File: config.mk
export PLATFORM = sky130hd
export DESIGN_NAME = se_sram_srw_arbiter_2p
export DESIGN_NICKNAME = d
export VERILOG_FILES = /design/src/rtl/se_sram_srw_arbiter_2p_pkg.sv /design/src/rtl/se_sram_srw_arbiter_2p_rr_arb.sv /design/src/rtl/se_sram_srw_arbiter_2p.sv
export SDC_FILE = /design/constraint.sdc
export NUM_CORES = 1
export LEC_CHECK = 0
export BUFFER_PORTS_ARGS = -buffer_cell sky130_fd_sc_hd__buf_2
export CELL_PAD_IN_SITES_DETAIL_PLACEMENT = 1
export CELL_PAD_IN_SITES_GLOBAL_PLACEMENT = 1
export CORE_AREA = 3 3 115 117
export DETAILED_ROUTE_END_ITERATION = 16
export DIE_AREA = 0 0 118 120
export GPL_TIMING_DRIVEN = 0
export PLACE_DENSITY_LB_ADDON = 0.1
export SLEW_MARGIN = 15
export SYNTH_ARGS = -nofsm -noshare
export SYNTH_HDL_FRONTEND = slang
export SYNTH_SLANG_ARGS = --single-unit
File: constraint.sdc
create_clock -name sram_clock -period 2.08 [get_ports sram_clock]
set_clock_uncertainty 0.05 [all_clocks]
set_input_delay 0.624 -clock sram_clock [delete_from_list [all_inputs] [get_ports sram_clock]]
set_output_delay 0.624 -clock sram_clock [all_outputs]
set_load 0.01 [all_outputs]
File: src/rtl/se_sram_srw_arbiter_2p_pkg.sv
// Shared types for the two-port SRAM arbiter: controller state encoding and
// the requester-index type that names port 0 and port 1.
package se_sram_srw_arbiter_2p_pkg;

    // Controller state: sweep-clear the array, then serve requests.
    typedef enum logic {
        StClear = 1'b0,
        StRun   = 1'b1
    } arb_state_e;

    // Which requester a grant or read response belongs to.
    typedef logic req_idx_t;

    localparam req_idx_t ReqIdx0 = 1'b0;
    localparam req_idx_t ReqIdx1 = 1'b1;

    // Round-robin pick for a two-way conflict: the side that did not win last.
    function automatic req_idx_t rr_other(input req_idx_t last);
        return (last == ReqIdx0) ? ReqIdx1 : ReqIdx0;
    endfunction

endpackage

File: src/rtl/se_sram_srw_arbiter_2p_rr_arb.sv
// Two-input round-robin arbiter. The grant is combinational; the last winner
// is remembered so that simultaneous requests alternate between the inputs.
module se_sram_srw_arbiter_2p_rr_arb
    import se_sram_srw_arbiter_2p_pkg::*;
(
    input  logic     i_clk,
    input  logic     i_rst,
    input  logic     i_enable,
    input  logic     i_req0,
    input  logic     i_req1,
    output logic     o_grant_valid,
    output req_idx_t o_grant_idx
);

    req_idx_t r_last_grant;

    // Pick a winner this cycle; on a conflict the previous loser goes first.
    always_comb begin
        o_grant_valid = i_req0 | i_req1;
        o_grant_idx   = ReqIdx0;
        if (i_req0 && i_req1) begin
            o_grant_idx = rr_other(r_last_grant);
        end else if (i_req1) begin
            o_grant_idx = ReqIdx1;
        end
    end

    // Remember the winner of every enabled, granted cycle. Resetting to port 1
    // makes port 0 win the first conflict.
    always_ff @(posedge i_clk or posedge i_rst) begin
        if (i_rst) begin
            r_last_grant <= ReqIdx1;
        end else if (i_enable && o_grant_valid) begin
            r_last_grant <= o_grant_idx;
        end
    end

endmodule

File: src/rtl/se_sram_srw_arbiter_2p.sv
// Two-requester front end for a single-port synchronous SRAM. Optionally
// zeroes the whole array after reset, then arbitrates one access per enabled
// cycle round-robin and routes the one-cycle-latency read data back to the
// requester that issued the read.
module se_sram_srw_arbiter_2p
    import se_sram_srw_arbiter_2p_pkg::*;
#(
    parameter int unsigned address_width  = 15,
    parameter int unsigned data_width     = 32,
    parameter int unsigned we_width       = 4,
    parameter bit          clear_on_reset = 1'b1
) (
    input  logic                     sram_clock,
    input  logic                     sram_clock__enable,
    input  logic                     reset,

    input  logic                     req0_valid,
    input  logic                     req0_read_not_write,
    input  logic [address_width-1:0] req0_address,
    input  logic [data_width-1:0]    req0_write_data,
    input  logic [we_width-1:0]      req0_byte_enable,
    output logic                     req0_ack,
    output logic                     resp0_valid,
    output logic [data_width-1:0]    resp0_data,

    input  logic                     req1_valid,
    input  logic                     req1_read_not_write,
    input  logic [address_width-1:0] req1_address,
    input  logic [data_width-1:0]    req1_write_data,
    input  logic [we_width-1:0]      req1_byte_enable,
    output logic                     req1_ack,
    output logic                     resp1_valid,
    output logic [data_width-1:0]    resp1_data,

    output logic                     sram_select,
    output logic                     sram_read_not_write,
    output logic [we_width-1:0]      sram_write_enable,
    output logic [address_width-1:0] sram_address,
    output logic [data_width-1:0]    sram_write_data,
    input  logic [data_width-1:0]    sram_data_out,

    output logic                     init_done
);

    localparam logic [address_width-1:0] AddrLast = {address_width{1'b1}};
    localparam logic [address_width-1:0] AddrOne  = {{(address_width-1){1'b0}}, 1'b1};
    localparam logic [we_width-1:0]      WeAll    = {we_width{1'b1}};

    arb_state_e               r_state;
    logic [address_width-1:0] r_clear_addr;
    logic                     r_rd_pending;
    req_idx_t                 r_rd_owner;

    logic                     w_run;
    logic                     w_clearing;
    logic                     w_grant_valid;
    req_idx_t                 w_grant_idx;
    logic                     w_ack_any;
    logic                     w_read_ack;
    logic                     w_sel_rnw;
    logic [address_width-1:0] w_sel_addr;
    logic [data_width-1:0]    w_sel_wdata;
    logic [we_width-1:0]      w_sel_be;

    // Outputs are forced quiet while reset is held, even though the state
    // register already sits in its reset value.
    always_comb begin
        w_run      = (r_state == StRun) && !reset;
        w_clearing = (r_state == StClear) && !reset;
    end

    se_sram_srw_arbiter_2p_rr_arb u_rr_arb (
        .i_clk         (sram_clock),
        .i_rst         (reset),
        .i_enable      (sram_clock__enable),
        .i_req0        (req0_valid && w_run),
        .i_req1        (req1_valid && w_run),
        .o_grant_valid (w_grant_valid),
        .o_grant_idx   (w_grant_idx)
    );

    // Ack the winner only in enabled cycles and select its request fields.
    always_comb begin
        w_ack_any = w_grant_valid && sram_clock__enable;
        req0_ack  = w_ack_any && (w_grant_idx == ReqIdx0);
        req1_ack  = w_ack_any && (w_grant_idx == ReqIdx1);
        if (w_grant_idx == ReqIdx1) begin
            w_sel_rnw   = req1_read_not_write;
            w_sel_addr  = req1_address;
            w_sel_wdata = req1_write_data;
            w_sel_be    = req1_byte_enable;
        end else begin
            w_sel_rnw   = req0_read_not_write;
            w_sel_addr  = req0_address;
            w_sel_wdata = req0_write_data;
            w_sel_be    = req0_byte_enable;
        end
        w_read_ack = w_ack_any && w_sel_rnw;
    end

    // Drive the SRAM pins from the clear sweep or from the acked request.
    always_comb begin
        sram_select         = 1'b0;
        sram_read_not_write = 1'b0;
        sram_write_enable   = '0;
        sram_address        = '0;
        sram_write_data     = '0;
        if (w_clearing && sram_clock__enable) begin
            sram_select       = 1'b1;
            sram_write_enable = WeAll;
            sram_address      = r_clear_addr;
        end else if (w_ack_any) begin
            sram_select         = 1'b1;
            sram_read_not_write = w_sel_rnw;
            sram_write_enable   = w_sel_rnw ? '0 : w_sel_be;
            sram_address        = w_sel_addr;
            sram_write_data     = w_sel_wdata;
        end
    end

    // Route a pending read response to its owner on the next enabled cycle.
    always_comb begin
        resp0_valid = r_rd_pending && sram_clock__enable && !reset && (r_rd_owner == ReqIdx0);
        resp1_valid = r_rd_pending && sram_clock__enable && !reset && (r_rd_owner == ReqIdx1);
        resp0_data  = sram_data_out;
        resp1_data  = sram_data_out;
        init_done   = w_run;
    end

    // Controller state: clear sweep, then track the single outstanding read.
    always_ff @(posedge sram_clock or posedge reset) begin
        if (reset) begin
            r_state      <= clear_on_reset ? StClear : StRun;
            r_clear_addr <= '0;
            r_rd_pending <= 1'b0;
            r_rd_owner   <= ReqIdx0;
        end else if (sram_clock__enable) begin
            if (r_state == StClear) begin
                r_clear_addr <= r_clear_addr + AddrOne;
                if (r_clear_addr == AddrLast) begin
                    r_state <= StRun;
                end
            end
            // A response is consumed every enabled cycle; a new read re-arms it.
            r_rd_pending <= w_read_ack;
            if (w_read_ack) begin
                r_rd_owner <= w_grant_idx;
            end
        end
    end

endmodule

==> metrics.log, run 1 <==
INFO  metric status = finished with violations
INFO  metric violations_in_the_final_reports = setup timing
INFO  metric floorplan.core_area = 12470 um^2
INFO  metric diodes = 0
INFO  metric clock_transition_time_at_the_flip_flop_clock_pins_of_the_worst_setup_and_hold_paths = 0.05 ns
INFO  metric hpwlAfterDp = 8.613 mm
INFO  metric synth_flop_cell = dfrtp_1
INFO  metric timing.critical_path.required = 1.41 ns
INFO  metric grt_usage = 14.47%
INFO  metric power.switching_fraction = 31.99%
INFO  metric dpl.cell_count = 721
INFO  metric cellPowerDensity = 338.1 nW/um^2
INFO  metric global_route_wire_length_before_repair = 16.77 mm
INFO  metric initial_core_util = 17.64%
INFO  metric synthesis.area = 2198 um^2
INFO  metric period_needed = 2.441 ns
INFO  metric clock_tree_from_tritoncts = yes
INFO  metric clock_latency_late_sink = 0.25 ns
INFO  metric die-height = 120 um
INFO  metric remaining_routing_drc_violations = 0
INFO  metric post_synthesis_area_per_instance = 6.891 um^2
INFO  metric vias = 3116
INFO  metric dieArea = 14160 um^2
INFO  metric port_buffer_count = 230
INFO  metric synthDistinctLibCells = 31
INFO  metric layout_worst_path_cycle_share = 117.3%
INFO  metric globalplace.congestion = 0.7118
INFO  metric timing.final.setup_violations = 55
INFO  metric via_count_of_the_first_global_routing_pass = 3318
INFO  metric finish.net_count = 727
INFO  metric drv.max_cap_violation_count = 0
INFO  metric design.portCount = 263
INFO  metric maxSlewViolCount = 0
INFO  metric yosys_register_bits = 19
INFO  metric cts.path.max_buffers = 2
INFO  metric setup_ws = -0.3606 ns
INFO  metric synth-edff-count = 0
INFO  metric tritoncts.num_buffers = 3
INFO  metric area_growth_syn_to_layout = 102.3%
INFO  metric p_sw = 0.4809 mW
INFO  metric maxClockFrequency = 409.7 MHz
INFO  metric final_cell_count_no_fill = 756
INFO  metric fillers = 1593
INFO  metric combinationalPowerShare = 37.5%
INFO  metric min-delay-path-class = reg2reg
INFO  metric yosys.cell_count.top_type = nand2_1
INFO  metric drtIter0Drc = 62
INFO  metric chipWidth = 118 um
INFO  metric routed_wl = 10.83 mm
INFO  metric placed_area = 3841 um^2
INFO  metric worstSetupEndpointType = primary output
INFO  metric sequentialPowerShare = 35.9%
INFO  metric fin_hold_ws = 0.4464 ns
INFO  metric synth_top_area_share = 21.86%
INFO  metric cts_num_sinks = 19
INFO  metric vdd_drop_max = 263.9 uV
INFO  metric wl_per_cell = 14.33 um
INFO  metric cell_rows = 41
INFO  metric detail_route.vias_per_cell = 4.122
INFO  metric antenna_found_initial = 0
INFO  metric critPathLaunchType = primary input
INFO  metric clock_root_buffer = clkbuf_16
INFO  metric postSynth.asyncResetShare = 100.0%
INFO  metric cp_data_arrival_time = 1.77 ns
INFO  metric drt_first_pass_iters = 4
INFO  metric grt_setup_unrepaired = true
INFO  metric postSynthNetCount = 461
INFO  metric fraction_of_final_layout_cells_with_drive_strength_greater_than_1 = 73.97%
INFO  metric worst_pin_slew = 0.5285 ns
INFO  metric path_class = in2out
INFO  metric design_area = 4447 um^2
INFO  metric gr-total-overflow = 0
INFO  metric post_synth_most_frequent_cells = nand2_1 (91), buf_4 (64), a21oi_1 (33), mux2i_1 (19), dfrtp_1 (18)
INFO  metric total_power = 1.503 mW
INFO  metric synth_top_cell_by_area = buf_4
INFO  metric post_syn_instances = 319
INFO  metric synth-warning-count = 0
INFO  metric power.static_leakage = 2.485 nW
INFO  metric slew_headroom = 64.57%
INFO  metric htree_levels = 1
INFO  metric critical_path_peak_fanout = 6
INFO  metric internal-power = 1.023 mW
INFO  metric ys_seq_area_share = 21.68%
INFO  metric antenna_left = 0
INFO  metric pwr-share-clk = 26.6%
INFO  metric grt_start_max_net_pins = 11
INFO  metric finalHoldViolations = 0
INFO  metric netlist_top_cells_area = buf_4 (22%), dfrtp_1 (20%), nand2_1 (16%), mux2i_1 (8.7%), a21oi_1 (7.5%)
per-stage QoR:
step | utilization, % | TNS [ns] | worst slack (ns)
2_1_floorplan | - | -2.884 | -0.1183
3_3_place_gp | 30.81 | -27.76 | -0.5692
3_5_place_dp | 30.81 | -28.95 | -0.6057
4_1_cts | 35.04 | -17.38 | -0.3798
5_1_grt | 35.67 | -20.71 | -0.4352
6_report | 35.67 | -16.62 | -0.3606
sequential cells by signal (all words and copies together) (netlist names):
register	count
r_clear_addr	15
r_rd_owner	1
r_rd_pending	1
r_state	1
u_rr_arb.r_last_grant	1
layout by cell type (no fill, tap or decap), types with 4 or more instances in the layout:
cell type  Yosys  routed
nand2_2        0      30
nand4_1        4       4
nand3_1        6       6
buf_4         64      89
mux2i_1       19      17
o21ai_2        0       6
o21ai_1        4      11
clkbuf_8       0       5
o21ai_0       17       4
buf_2          6     220
clkbuf_16      0       4
a21oi_2        0      33
dfrtp_1       18      18
nor2_4         0       4
buf_8          0       4
xnor2_1       12      12
nand2_1       91      59
buf_6          0      15
cell families after synthesis:
logic type / Yosys count / share of synthesized area [%]
compound gates: 61 / 14.74
xor+xnor: 14 / 5.578
fa+ha+maj: 1 / 0.5691
buf+inv: 85 / 25.78
flops: 19 / 21.68
mux: 19 / 8.651
simple gates: 120 / 22.99
power by group through the flow:
stage	Clock, mW	Sequential [mW]	Combinational, mW
3_3_place_gp	0	0.541	0.518
4_1_cts	0.416	0.538	0.563
6_report	0.400	0.539	0.564
5_1_grt	0.436	0.559	0.629
2_1_floorplan	0	0.520	0.307
3_5_place_dp	0	0.544	0.531
path summary, 6_finish.rpt:
kind | start | to | slack, ns | depth (start not counted)
max in group asynchronous | reset | r_clear_addr[10] | 1.19 | 3
setup reg to reg | r_state | u_rr_arb.r_last_grant | 0.41 | 9
min in group asynchronous | reset | r_clear_addr[3] | 0.50 | 3
hold reg to reg | r_clear_addr[10] | r_clear_addr[10] | 0.45 | 1
setup / recovery | reset | sram_address[12] | -0.36 | 8
hold / removal | r_clear_addr[10] | r_clear_addr[10] | 0.45 | 1
layout make-up:
type / instances / area [um^2] / share of cell area (%)
buffer: 79 / 669.4 / 15.05
clock buffer: 4 / 78.83 / 1.773
inverter: 4 / 18.77 / 0.4221
multi-input combinational: 215 / 1478 / 33.23
sequential: 19 / 476.7 / 10.72
tap: 172 / 215.2 / 4.840
timing repair buffer: 262 / 1505 / 33.85
timing repair inverter: 1 / 5.005 / 0.1125
layer usage:
| metal | global-route usage, % | share of wire [%] | vias to the layer above |
|---|---|---|---|
| met5 | 0 | 0 | - |
| met3 | 5.561 | 10 | 14 |
| met2 | 26.95 | 52 | 154 |
| li1 | - | - | 1521 |
| met4 | 2.711 | 1.7 | 0 |
| met1 | 15.67 | 36 | 1427 |
critical path, cell delays in order:
cell	delay, ns
buf_12	0.11
nor2b_4	0.18
nand3_4	0.16
buf_8	0.17
buf_4	0.13
mux2i_2	0.14
o21ai_2	0.10
buf_2	0.14
timing repair:
action	CTS	global route
pin swaps	18	15
endpoints found under the setup margin	55	55
cloned	3	0
hold buffers	0	0
resized for setup	72	13
setup buffers	26	6
Power figures use the tool's default switching activity.
==> run 2, diff against run 1 <==
- PLACE_DENSITY: not set -> 0.8
- PLACE_DENSITY_LB_ADDON: 0.1 -> not set
==> run 2 against run 1 <==
Effect of this change:
- the run still ends with setup timing left
- count of clock-buffer cells in the layout decreased by 1
- global-route usage decreased by 0.72 points
- register-to-register slack got worse by 0.03 ns
- via count decreased by 1.1%
- hold slack improved by 0.019 ns
- first-iteration DRC count decreased by 45%
- utilization decreased by 0.48 points
- power increased by 1.2%
- sequential power increased by 2%
- final cell count decreased by 1.5%
- sequential share of layout area increased by 0.18 points
- critical endpoint is now sram_write_enable[2]
- highest routed layer unchanged
==> metrics.log, run 2 (synthesis gave the netlist of run 1 again) <==
INFO  metric cellPowerDensity = 347.0 nW/um^2 (+2.6%)
INFO  metric wl_per_cell = 14.07 um (-1.8%)
INFO  metric timing.final.setup_violations = 55 (unchanged)
INFO  metric design_area = 4387 um^2 (-1.4%)
INFO  metric vdd_drop_max = 274.8 uV (+4.1%)
INFO  metric hpwlAfterDp = 8.739 mm (+1.5%)
INFO  metric fin_tns_setup = -15.50 ns (+1.127 ns)
INFO  metric detail_route.vias_per_cell = 4.137 (+0.37%)
INFO  metric grt_usage = 13.75% (-0.72 points)
INFO  metric setup_ws = -0.3547 ns (+0.005904 ns)
INFO  metric clock_transition_time_at_the_flip_flop_clock_pins_of_the_worst_setup_and_hold_paths = 0.05 ns (about the same)
INFO  metric leading_cell_type_in_the_layout_fill_and_taps_excluded = buf_2
INFO  metric min-delay-path-class = reg2reg
INFO  metric violations_in_the_final_reports = setup timing
INFO  metric initial_core_util = 17.64% (unchanged)
INFO  metric layout_worst_path_cycle_share = 117.1% (-0.28 points)
INFO  metric chipWidth = 118 um (unchanged)
INFO  metric diodes = 0 (unchanged)
INFO  metric die-height = 120 um (unchanged)
INFO  metric via_count_of_the_first_global_routing_pass = 3327 (+0.27%)
INFO  metric cp_data_arrival_time = 1.76 ns (about the same)
INFO  metric status = finished with violations
INFO  metric finish.net_count = 716 (-1.5%)
INFO  metric largest_register = r_clear_addr
INFO  metric grt_start_max_net_pins = 12 (+1)
INFO  metric maxClockFrequency = 410.7 MHz (+0.24%)
INFO  metric cell_rows = 41 (unchanged)
INFO  metric antenna_found_initial = 0 (unchanged)
INFO  metric layout.cells.most_common_list = buf_2 (218), buf_4 (79), nand2_1 (70)
INFO  metric critical_path_peak_fanout = 8 (+2)
INFO  metric drv.max_cap_violation_count = 0 (unchanged)
INFO  metric largest_register_ff_count = 15 (unchanged)
INFO  metric fillers = 1579 (-0.88%)
INFO  metric critPathLaunchType = flip-flop
INFO  metric clock_tree_from_tritoncts = yes
INFO  metric path_class = reg2out
INFO  metric core_occupancy_in_the_finished_layout = 35.19% (-0.48 points)
INFO  metric globalplace.congestion = 0.7409 (+4.1%)
INFO  metric path_cells = nand2_4 -> and3_4 -> a211o_4 -> o21ai_2 -> buf_6
INFO  metric placed_area = 3841 um^2 (unchanged)
INFO  metric cts.path.max_buffers = 2 (unchanged)
INFO  metric slew_headroom = 67.67% (+3.1 points)
INFO  metric fin_hold_ws = 0.4655 ns (+0.01909 ns)
INFO  metric vias = 3082 (-1.1%)
INFO  metric antenna_left = 0 (unchanged)
INFO  metric cts_hold_repair.buffers = 0 (unchanged)
INFO  metric fraction_of_final_layout_cells_with_drive_strength_greater_than_1 = 72.60% (-1.4 points)
INFO  metric clock_latency_late_sink = 0.25 ns (about the same)
INFO  metric global_route_wire_length_before_repair = 15.99 mm (-4.6%)
INFO  metric gr-total-overflow = 0 (unchanged)
INFO  metric timing.critical_path.required = 1.41 ns (about the same)
INFO  metric maxSlewViolCount = 0 (unchanged)
INFO  metric period_needed = 2.435 ns (-0.005904 ns)
INFO  metric power.static_leakage = 2.410 nW (-3.0%)
INFO  metric finalHoldViolations = 0 (unchanged)
INFO  metric worstSetupEndpointType = primary output
INFO  metric design.portCount = 263 (unchanged)
INFO  metric cts_num_sinks = 19 (unchanged)
INFO  metric clock_root_buffer = clkbuf_16
INFO  metric drt_first_pass_iters = 4 (unchanged)
INFO  metric timing.critical_path.slowest_stage_cell = dfstp_2
INFO  metric remaining_routing_drc_violations = 0 (unchanged)
INFO  metric tritoncts.num_buffers = 3 (unchanged)
INFO  metric critPathTopFamily = flip-flops
INFO  metric port_buffer_count = 230 (unchanged)
INFO  metric total_power = 1.522 mW (+1.2%)
INFO  metric routed_wl = 10.49 mm (-3.2%)
INFO  metric worst_path_largest_cell_delay = 0.56 ns (+0.38 ns)
INFO  metric dieArea = 14160 um^2 (unchanged)
INFO  metric htree_levels = 1 (unchanged)
INFO  metric drtIter0Drc = 34 (-45%)
INFO  metric grt_setup_unrepaired = true
INFO  metric timing.critical_path.buf_inv = 1 (-3)
INFO  metric area_growth_syn_to_layout = 99.54%
INFO  metric floorplan.core_area = 12470 um^2 (unchanged)
INFO  metric worst_pin_slew = 0.4823 ns (-0.04621 ns)
run 2: where the power goes:
group	total [mW]	internal [mW]	switching [mW]
Sequential	0.550	0.440	0.110
Clock	0.391	0.257	0.133
Combinational	0.582	0.330	0.252
run 2: cell type report:
| class | instances | area, um^2 | share of cell area (%) |
|---|---|---|---|
| multi-input combinational | 215 | 1490 | 33.97 |
| timing repair buffer | 250 | 1430 | 32.60 |
| buffer | 80 | 669.4 | 15.26 |
| sequential | 19 | 478.0 | 10.90 |
| tap | 172 | 215.2 | 4.906 |
| clock buffer | 3 | 75.07 | 1.711 |
| inverter | 4 | 18.77 | 0.4278 |
| clock inverter | 1 | 5.005 | 0.1141 |
| timing repair inverter | 1 | 5.005 | 0.1141 |
run 2: metrics by stage:
stage | worst slack, ns | std cells
finish | -0.3547 | 745
global route | -0.4117 | 745
CTS | -0.3849 | 743
detailed placement | -0.5722 | 721
global placement | -0.5621 | 721
floorplan | -0.1183 | 319
run 2: per-layer routing:
metal / up-vias / global-route usage (%) / wire [um]
li1: 1495 / - / -
met1: 1423 / 14.23 / 3850
met2: 158 / 27.74 / 5740
met3: 6 / 3.487 / 800
met4: 0 / 2.711 / 93
met5: - / 0 / 0
run 2: repair_timing:
action,in CTS,in global routing
gates resized for setup,62,15
buffers inserted,17,2
pin swaps,16,8
cloned,2,0
setup endpoints to repair,55,55
run 2: path summary, 6_finish.rpt:
path                                            start                   end  slack, ns  depth (start not counted)
worst max-delay path            u_rr_arb.r_last_grant  sram_write_enable[2]      -0.35                          5
worst max register to register                r_state       r_clear_addr[9]       0.38                          5
max in group asynchronous                       reset      r_clear_addr[11]       1.11                          4
worst min-delay path                 r_clear_addr[12]      r_clear_addr[12]       0.47                          1
worst min register to register       r_clear_addr[12]      r_clear_addr[12]       0.47                          1
min in group asynchronous                       reset            r_rd_owner       0.51                          4
run 2: worst register-to-register path: cells and delay by family (launching register included):
kind	cells	cell delay [ns]
xor+xnor	1	0.16
flops	1	0.44
simple gates	3	0.74
buf+inv	1	0.19
